### src/rtl/booth_seq_mul16.sv
// -----------------------------------------------------------------------------
// booth_seq_mul16 -- sequential signed 16x16 -> 32-bit radix-2 Booth multiplier
//
// Multiply stage of ALU16. Each Booth step takes two cycles: ADD (optionally
// add or subtract the multiplicand through a 17-bit ripple-carry adder) and
// SHIFT (arithmetic shift of {A,Q,Q_1}). Sixteen steps plus one output cycle
// give the product 33 edges after the start edge.
//
// Ports
//   clk    in   1      clock, rising edge
//   rst    in   1      asynchronous active-high reset
//   start  in   1      operation request, sampled only while idle
//   x      in   WIDTH  multiplicand (two's complement), captured with start
//   y      in   WIDTH  multiplier (two's complement), captured with start
//   busy   out  1      high while an operation is in flight
//   done   out  1      one-cycle pulse, z valid from this cycle on
//   z      out  2*W    signed product, held until the next completion
//
// Also contains rca17, the ripple-carry adder used for the add/sub step.
// -----------------------------------------------------------------------------

// -----------------------------------------------------------------------------
// rca17 -- parameterised ripple-carry adder (default 17 bits)
//
// Ports
//   a, b  in   W  addends
//   ci    in   1  carry in (1 together with ~b gives a-b)
//   sum   out  W  a + b + ci, modulo 2**W
//
// The carry out of the top bit is not produced: the multiplier keeps one
// guard bit in the accumulator, so the wrapped sum is always the exact result.
// -----------------------------------------------------------------------------
module rca17 #(
  parameter int W = 17
) (
  input  logic [W-1:0] a,
  input  logic [W-1:0] b,
  input  logic         ci,
  output logic [W-1:0] sum
);

  // c[i] is the carry into bit i
  logic [W-1:0] c;

  assign c[0] = ci;

  genvar gi;
  generate
    for (gi = 0; gi < W; gi++) begin : g_bit
      assign sum[gi] = a[gi] ^ b[gi] ^ c[gi];
      if (gi < W - 1) begin : g_carry
        assign c[gi+1] = (a[gi] & b[gi]) | (c[gi] & (a[gi] ^ b[gi]));
      end
    end
  endgenerate

endmodule

module booth_seq_mul16 #(
  parameter int WIDTH = 16,
  parameter int CNT_W = 4
) (
  input  logic                 clk,
  input  logic                 rst,
  input  logic                 start,
  input  logic [WIDTH-1:0]     x,
  input  logic [WIDTH-1:0]     y,
  output logic                 busy,
  output logic                 done,
  output logic [2*WIDTH-1:0]   z
);

  typedef enum logic [1:0] {
    IDLE  = 2'd0,
    ADD   = 2'd1,
    SHIFT = 2'd2,
    OUT   = 2'd3
  } state_t;

  localparam int AW = WIDTH + 1;
  localparam logic [CNT_W-1:0] LAST_STEP = CNT_W'(WIDTH - 1);

  state_t state_reg, state_next;

  logic [AW-1:0]    a_reg;   // accumulator with one guard bit
  logic [WIDTH-1:0] q_reg;   // multiplier, shifted out LSB first
  logic             q1_reg;  // previous Q[0]
  logic [AW-1:0]    m_reg;   // sign-extended multiplicand
  logic [CNT_W-1:0] cnt_reg;
  logic [2*WIDTH-1:0] z_reg;
  logic             done_reg;

  // Booth recoding of the current bit pair
  logic [1:0]    booth_pair;
  logic          do_add;
  logic          do_sub;
  logic [AW-1:0] add_b;
  logic          add_ci;
  logic [AW-1:0] add_sum;

  assign booth_pair = {q_reg[0], q1_reg};
  assign do_add     = (booth_pair == 2'b01);
  assign do_sub     = (booth_pair == 2'b10);

  // Subtraction is a + ~m + 1 through the same adder
  assign add_b  = do_sub ? ~m_reg : m_reg;
  assign add_ci = do_sub;

  rca17 #(.W(AW)) u_rca (
    .a   (a_reg),
    .b   (add_b),
    .ci  (add_ci),
    .sum (add_sum)
  );

  // ---------------------------------------------------------------------------
  // FSM state register
  // ---------------------------------------------------------------------------
  always_ff @(posedge clk or posedge rst) begin
    if (rst) begin
      state_reg <= IDLE;
    end else begin
      state_reg <= state_next;
    end
  end

  // ---------------------------------------------------------------------------
  // FSM next-state logic
  // ---------------------------------------------------------------------------
  always_comb begin
    state_next = state_reg;
    case (state_reg)
      IDLE: begin
        if (start) begin
          state_next = ADD;
        end
      end
      ADD: begin
        state_next = SHIFT;
      end
      SHIFT: begin
        if (cnt_reg == LAST_STEP) begin
          state_next = OUT;
        end else begin
          state_next = ADD;
        end
      end
      OUT: begin
        state_next = IDLE;
      end
      default: begin
        state_next = IDLE;
      end
    endcase
  end

  // ---------------------------------------------------------------------------
  // Datapath registers
  // ---------------------------------------------------------------------------
  always_ff @(posedge clk or posedge rst) begin
    if (rst) begin
      a_reg    <= '0;
      q_reg    <= '0;
      q1_reg   <= 1'b0;
      m_reg    <= '0;
      cnt_reg  <= '0;
      z_reg    <= '0;
      done_reg <= 1'b0;
    end else begin
      // done is a single-cycle pulse following the OUT cycle
      done_reg <= (state_reg == OUT);
      case (state_reg)
        IDLE: begin
          if (start) begin
            m_reg   <= {x[WIDTH-1], x};
            q_reg   <= y;
            a_reg   <= '0;
            q1_reg  <= 1'b0;
            cnt_reg <= '0;
          end
        end
        ADD: begin
          // 00 / 11 leave the accumulator untouched
          if (do_add || do_sub) begin
            a_reg <= add_sum;
          end
        end
        SHIFT: begin
          // arithmetic shift right of {A,Q,Q_1}
          a_reg   <= {a_reg[AW-1], a_reg[AW-1:1]};
          q_reg   <= {a_reg[0], q_reg[WIDTH-1:1]};
          q1_reg  <= q_reg[0];
          cnt_reg <= cnt_reg + 1'b1;
        end
        OUT: begin
          // guard bit equals A[15] here, so it is dropped
          z_reg <= {a_reg[WIDTH-1:0], q_reg};
        end
        default: begin
        end
      endcase
    end
  end

  assign busy = (state_reg != IDLE);
  assign done = done_reg;
  assign z    = z_reg;

endmodule
### config.mk
export PLATFORM = sky130hd
export DESIGN_NAME = booth_seq_mul16
export DESIGN_NICKNAME = d
export VERILOG_FILES = /design/src/rtl/booth_seq_mul16.sv
export SDC_FILE = /design/constraint.sdc
export NUM_CORES = 1
export LEC_CHECK = 0
export ABC_CLOCK_PERIOD_IN_PS = 7200
export CAP_MARGIN = 20
export CORE_MARGIN = 2
export CORE_UTILIZATION = 30
export DETAILED_ROUTE_END_ITERATION = 12
export SYNTH_ARGS = -nofsm -noshare
export SYNTH_HDL_FRONTEND = slang
export SYNTH_HIERARCHICAL = 1
export SYNTH_SLANG_ARGS = --single-unit
### constraint.sdc
create_clock -name clk -period 7.2 [get_ports clk]
set_clock_uncertainty 0.2 [all_clocks]
set_input_delay 1.8 -clock clk [delete_from_list [all_inputs] [get_ports clk]]
set_output_delay 1.8 -clock clk [all_outputs]
set_load 0.01 [all_outputs]
# ---- After elaboration in Yosys (flattened, before gate mapping)
# Index checks and enable logic that the tools add are counted.
dict set report word_totals {
  reg_bits 89
  in_bits 35
  output_inout_bits 34
  wordCells 125
}
dict set report op_classes {
  n_addsub 1
  n_eq_ne 8
  mux 13
  bitwise 84
  reduce_logical 10
}
# op count
set ops {}
lappend ops {{$mux W17} 3}
lappend ops {{$pmux W17 S3} 1}
lappend ops {{$xor A1 B1 Y1} 34}
lappend ops {{$and A1 B1 Y1} 32}
lappend ops {{$pmux W16 S2} 1}
lappend ops {{$not A17 Y17} 1}
lappend ops {{$mux W16} 1}
lappend ops {{$or A1 B1 Y1} 16}
lappend ops {{$pmux W2 S4} 1}
lappend ops {{$pmux W4 S2} 1}
lappend ops {{$eq A2 B2 Y1 const B} 3}
lappend ops {{$reduce_bool A2 Y1} 3}
lappend ops {{$add A4 B1 Y4 const B} 1}
lappend ops {{$eq A2 B1 Y1 const B} 2}
lappend ops {{$eq A4 B4 Y1 const B} 1}
lappend ops {{$mux W2} 2}
lappend ops {{$mux W4} 1}
lappend ops {{$ne A2 B2 Y1 const B} 2}
lappend ops {{$reduce_and A2 Y1} 2}
lappend ops {{$reduce_and A4 Y1} 1}
lappend ops {{$reduce_and A3 Y1} 1}
lappend ops {{$reduce_bool A3 Y1} 1}
lappend ops {{$logic_not A2 Y1} 1}
lappend ops {{$pmux W1 S2} 1}
lappend ops {{other kinds (3)} 3}

# ---- Depth between registers and ports, before layout
dict set report logic_depth {
  word_depth 38
  mapped_depth 25
  depth_no_buf 24
}

# ---- Modules after synthesis
# The synthesis kept the hierarchy.
# mod n_inst cells_each area_per_inst_um2 seq_area_each_um2
set modules_own_cells {}
lappend modules_own_cells {booth_seq_mul16 1 312 4035.1 2227.1}
lappend modules_own_cells {rca17 1 22 362.8 0.0}

# ---- Worst setup path before layout
# OpenSTA, ideal clock, no wires.
dict set report synth_path {
  path_kind {reg2reg}
  startpoint {register q_reg[0]}
  endpoint {register a_reg[16]}
  setup_time_ns 0.125
  arrival_ns 7.624
  required_time_ns 6.875
  slack_ns -0.749
  stages_incl_launch_ff 25
  path_buffers 1
  period_less_slack_ns 7.949
  path_cell_list {dfrtp_1 > ha_1 > buf_2 > xor2_1 > fa_1 > inv_1 > fa_1 > inv_1 > fa_1 > fa_1 > fa_1 > fa_1 > fa_1 > fa_1 > fa_1 > fa_1 > fa_1 > fa_1 > fa_1 > fa_1 > fa_1 > fa_1 > xor3_1 > and3_1 > mux2_2}
}
dict set report synth_between {
  elab_chain_len 38
  word_cells_on_any_way 74
  cone_classes {3 x eq/ne; 3 x mux; 66 x bitwise; 2 x reduce/logical}
}
# item line
set synth_lines {}
lappend synth_lines {{from (decl)} 86} ;# logic [WIDTH-1:0] q_reg;
lappend synth_lines {{from (signal assigned)} 176} ;# q_reg <= y;
lappend synth_lines {{from (signal assigned)} 191} ;# q_reg <= {a_reg[0], q_reg[WIDTH-1:1]};
lappend synth_lines {{$eq A2 B2 Y1 *} 103} ;# assign do_sub = (booth_pair == 2'b10);
lappend synth_lines {{net add_ci} 98} ;# logic add_ci;
lappend synth_lines {{$mux W17 *} 106} ;# assign add_b = do_sub ? ~m_reg : m_reg;
lappend synth_lines {{net add_b[0]} 97} ;# logic [AW-1:0] add_b;
lappend synth_lines {{$xor A1 B1 Y1} 52} ;# assign c[gi+1] = (a[gi] & b[gi]) | (c[gi] & (a[gi] ^ b[gi]));
lappend synth_lines {{$and A1 B1 Y1} 52}
lappend synth_lines {{$or A1 B1 Y1 *} 52}
lappend synth_lines {{$and A1 B1 Y1 *} 52}
lappend synth_lines {{[25 not listed]} n/a}
lappend synth_lines {{$and A1 B1 Y1 *} 52}
lappend synth_lines {{$or A1 B1 Y1 *} 52}
lappend synth_lines {{$and A1 B1 Y1 *} 52}
lappend synth_lines {{$or A1 B1 Y1 *} 52}
lappend synth_lines {{$xor A1 B1 Y1 *} 50} ;# assign sum[gi] = a[gi] ^ b[gi] ^ c[gi];
lappend synth_lines {{net add_sum[16]} 99} ;# logic [AW-1:0] add_sum;
lappend synth_lines {{$mux W17 *} 184} ;# if (do_add || do_sub) begin
lappend synth_lines {{$pmux W17 S3 *} 172} ;# case (state_reg)
lappend synth_lines {{to (signal assigned)} 185} ;# a_reg <= add_sum;
lappend synth_lines {{to (signal assigned)} 190} ;# a_reg <= {a_reg[AW-1], a_reg[AW-1:1]};
lappend synth_lines {{to (decl)} 85} ;# logic [AW-1:0] a_reg;
# Mark *: on every way through the listed nets, which the timed path passes. The rest lies on a longest branch. The select of a mux whose other input is x is not followed.
# A chain may end at the register's enable or synchronous reset.

# ---- Final worst setup path
dict set report layout_path {
  startpoint {register q1_reg}
  endpoint {register a_reg[16]}
}
dict set report layout_between {
  elab_chain_len 38
  word_cells_on_any_way 74
  cone_classes {3 x eq/ne; 3 x mux; 66 x bitwise; 2 x reduce/logical}
}
# item line
set layout_lines {}
lappend layout_lines {{from (decl)} 87} ;# logic q1_reg;
lappend layout_lines {{from (signal assigned)} 192} ;# q1_reg <= q_reg[0];
lappend layout_lines {{$eq A2 B2 Y1 *} 103}
lappend layout_lines {{net add_ci} 98}
lappend layout_lines {{$mux W17 *} 106}
lappend layout_lines {{net add_b[0]} 97}
lappend layout_lines {{$xor A1 B1 Y1} 52}
lappend layout_lines {{$and A1 B1 Y1} 52}
lappend layout_lines {{$or A1 B1 Y1 *} 52}
lappend layout_lines {{$and A1 B1 Y1 *} 52}
lappend layout_lines {{[25 not listed]} n/a}
lappend layout_lines {{$and A1 B1 Y1 *} 52}
lappend layout_lines {{$or A1 B1 Y1 *} 52}
lappend layout_lines {{$and A1 B1 Y1 *} 52}
lappend layout_lines {{$or A1 B1 Y1 *} 52}
lappend layout_lines {{$xor A1 B1 Y1 *} 50}
lappend layout_lines {{net add_sum[16]} 99}
lappend layout_lines {{$mux W17 *} 184}
lappend layout_lines {{$pmux W17 S3 *} 172}
# Marks and branches as above.

==> flow_summary.toml <==
[status]
status = "complete, but fails checks"
violations = "setup timing"

[logic_synthesis]
avgSynthCellArea_um2 = 13.17
synth_nets = 394
synth_area_um2 = 4398
ys_seq_area_frac = 0.5064
synth_cells = 334
ys_types = 32
yosys_warnings = 6
ys_ff_latch = 89

[drt]
vias = 2716
drtAntennaViolNets = 0
wl_per_cell_um = 15.37
dr.first_iter.drc_count = 76
dr.pass1.iters = 4
routed_wirelength_mm = 9.037
via_per_inst = 4.619
remaining_drc_errors = 0

[clock_network]
cts_buffers = 9
cts_sinks = 89
worstSkewPairLatency_ns = 0.34
postCtsHoldBufs = 0
ctsRootBufferMaster = "clkbuf_16"
cts.clk_slew.worst_paths_ns = 0.07
clock_tree.buffer_depth = 2
htreeDepth = 3
cts_tree = "yes"

[layout]
largest_register_ffs = 32
final_cell_mix = "dfrtp_1 (89), clkdlybuf4s50_1 (68), mux2_2 (63)"
area_growth_pct = 29.33
drive_gt1_frac = 0.2822
layout_commonest_cell = "dfrtp_1"
antenna_cells = 0
final_nets = 459

[worst_setup_path]
crit_fanout = 2
reg2reg_depth = 24
timing.rr.start = "q1_reg"
arrival_ns = 7.44
critPathCaptureType = "register"
worstSetupPathType = "reg2reg"
r2r-end = "a_reg[16]"
regToRegSetupSlack_ns = -0.22
cp.required_ns = 7.22
startpoint_type = "register"

[timing]
final.min_clock_period_ns = 7.419
setup_tns_ns = -0.2189
setup_violations = 1
hold_viol = 0
tightest_slew_ns = 1.056
slew_headroom = 0.2957
rsz0062_at_grt = "yes"
timing.fmax_mhz = 134.8
layout_setup_ws_ns = -0.2189
finalMaxSlewViolations = 0
period_share = 1.030

[power]
power_mw = 2.681
p_leak_nw = 2.459
vdd.ir_drop.worst_mv = 0.2297
power_density_nw_per_um2 = 471.4

[hold_path]
min_from = "z[3]"
hold_end = "z[3]"
whs_path_depth = 1
min_path_type = "reg2reg"

[die]
die_w_um = 125.1
ios = 69
core_area_um2 = 14420
rows = 44
start_util = 0.3049
die_h_um = 125.1
fp.dieArea_um2 = 15650

[global_route]
grt_overflow_total = 0
grt_first_pass_wirelength_mm = 15.50
antenna_found_initial = 0
track_usage = 0.1233
grt_max_degree = 59
grt_pass1_vias = 3008

[placement]
hpwl_mm = 6.094
place.port_buffers = 68
gp_congestion = 0.7888

[job]
cap_violations = 0
==> worst max-delay path by stage <==
stage / startpoint / to / slack, ns / depth (start not counted)
5_1_grt: q1_reg / a_reg[16] / -0.44 / 24
6_report: q1_reg / a_reg[16] / -0.22 / 24
2_1_floorplan: q_reg[0] / a_reg[16] / -0.20 / 24
3_5_place_dp: q_reg[0] / a_reg[16] / -0.30 / 23
4_1_cts: q1_reg / a_reg[16] / -0.24 / 24
3_3_place_gp: q_reg[0] / a_reg[16] / -0.23 / 23
==> routing by layer <==
metal  vias up  track usage  wire (um)
met5         -            0          0
li1       1285            -          -
met4         0      0.02941         89
met3        10      0.03380        351
met2        64       0.2049       4308
met1      1357       0.1610       4287
==> timing repair <==
action / CTS / global route
pin swaps: 2 / 1
gates resized for setup: 7 / 4
endpoints found under the setup margin: 2 / 2
setup buffers: 2 / 0
==> cell families (layout without fill, tap and decap cells) <==
group | after synthesis | count (layout) | share of synthesized area
AOI/OAI and AO/OA | 41 | 41 | 0.06231
xor gates and xnor gates | 17 | 17 | 0.03727
adders and majority gates | 25 | 25 | 0.09844
buffers and inverters | 29 | 99 | 0.02987
DFF | 89 | 89 | 0.5064
muxes | 82 | 82 | 0.2051
and+or+nand+nor | 51 | 51 | 0.06060
==> where the power goes <==
group | internal, mW | switching, mW | total, mW
logic | 0.685 | 0.616 | 1.30
clock network | 0.339 | 0.194 | 0.533
registers | 0.700 | 0.147 | 0.847
total | 1.72 | 0.957 | 2.68
==> through the flow <==
step                      hold WS [ns]  setup slack, ns  instance area [um^2]  instances    util
after CTS                       0.3105          -0.2427                  5669        588  0.3930
final                           0.3062          -0.2189                  5688        588  0.3943
after global placement          0.2680          -0.2262                  5291        570  0.3668
after floorplan                 0.2498          -0.2031                  4439        334       -
after detailed placement        0.2951          -0.2973                  5291        570  0.3668
after global routing            0.3152          -0.4372                  5688        588  0.3943
==> synth_stat cells <==
master | instances | share of area
nand3b_1 | 1 | 0.0017
buf_1 | 1 | 0.00085
nor2b_2 | 1 | 0.0020
nor2b_1 | 16 | 0.023
and3_1 | 2 | 0.0028
mux2_2 | 65 | 0.17
nand3_1 | 2 | 0.0023
xor2_1 | 16 | 0.032
ha_1 | 9 | 0.026
inv_1 | 10 | 0.0085
dfrtp_1 | 89 | 0.51
nor3_1 | 1 | 0.0011
nand2_1 | 22 | 0.019
clkbuf_1 | 5 | 0.0043
buf_6 | 1 | 0.0026
nor2_1 | 1 | 0.00085
nand4b_1 | 1 | 0.0020
a31oi_1 | 1 | 0.0014
a211oi_4 | 1 | 0.0046
a2111oi_0 | 1 | 0.0020
xor3_1 | 1 | 0.0054
mux2i_1 | 17 | 0.039
a22oi_1 | 16 | 0.027
nand2b_1 | 2 | 0.0028
fa_1 | 16 | 0.073
a21oi_1 | 2 | 0.0023
nand4_1 | 1 | 0.0014
a32o_1 | 1 | 0.0023
nor4b_1 | 1 | 0.0020
o21ai_0 | 18 | 0.020
buf_2 | 12 | 0.014
a211o_1 | 1 | 0.0020
==> worst max-delay path, cell delays in order, from the launching register on <==
cell	delay, ns
dfrtp_1	0.38
inv_2	0.06
ha_4	0.17
xor2_2	0.15
fa_2	0.36
inv_2	0.06
fa_2	0.18
inv_2	0.04
fa_2	0.34
fa_2	0.39
fa_2	0.34
fa_2	0.36
fa_2	0.35
fa_2	0.36
fa_2	0.35
fa_2	0.35
fa_2	0.35
fa_2	0.35
fa_2	0.35
fa_2	0.36
fa_2	0.35
fa_2	0.33
xor3_1	0.34
and3_1	0.19
mux2_4	0.25
==> layout make-up <==
class | instances | area (um^2)
Sequential cell | 89 | 2227
Clock inverter | 7 | 118.9
Tap cell | 184 | 230.2
Inverter | 10 | 38.79
Fill cell | 1397 | 8736
Timing Repair Buffer | 73 | 718.2
Clock buffer | 9 | 225.2
Multi-Input combinational cell | 216 | 2130
Note: power is estimated with default switching activity, not from simulation.
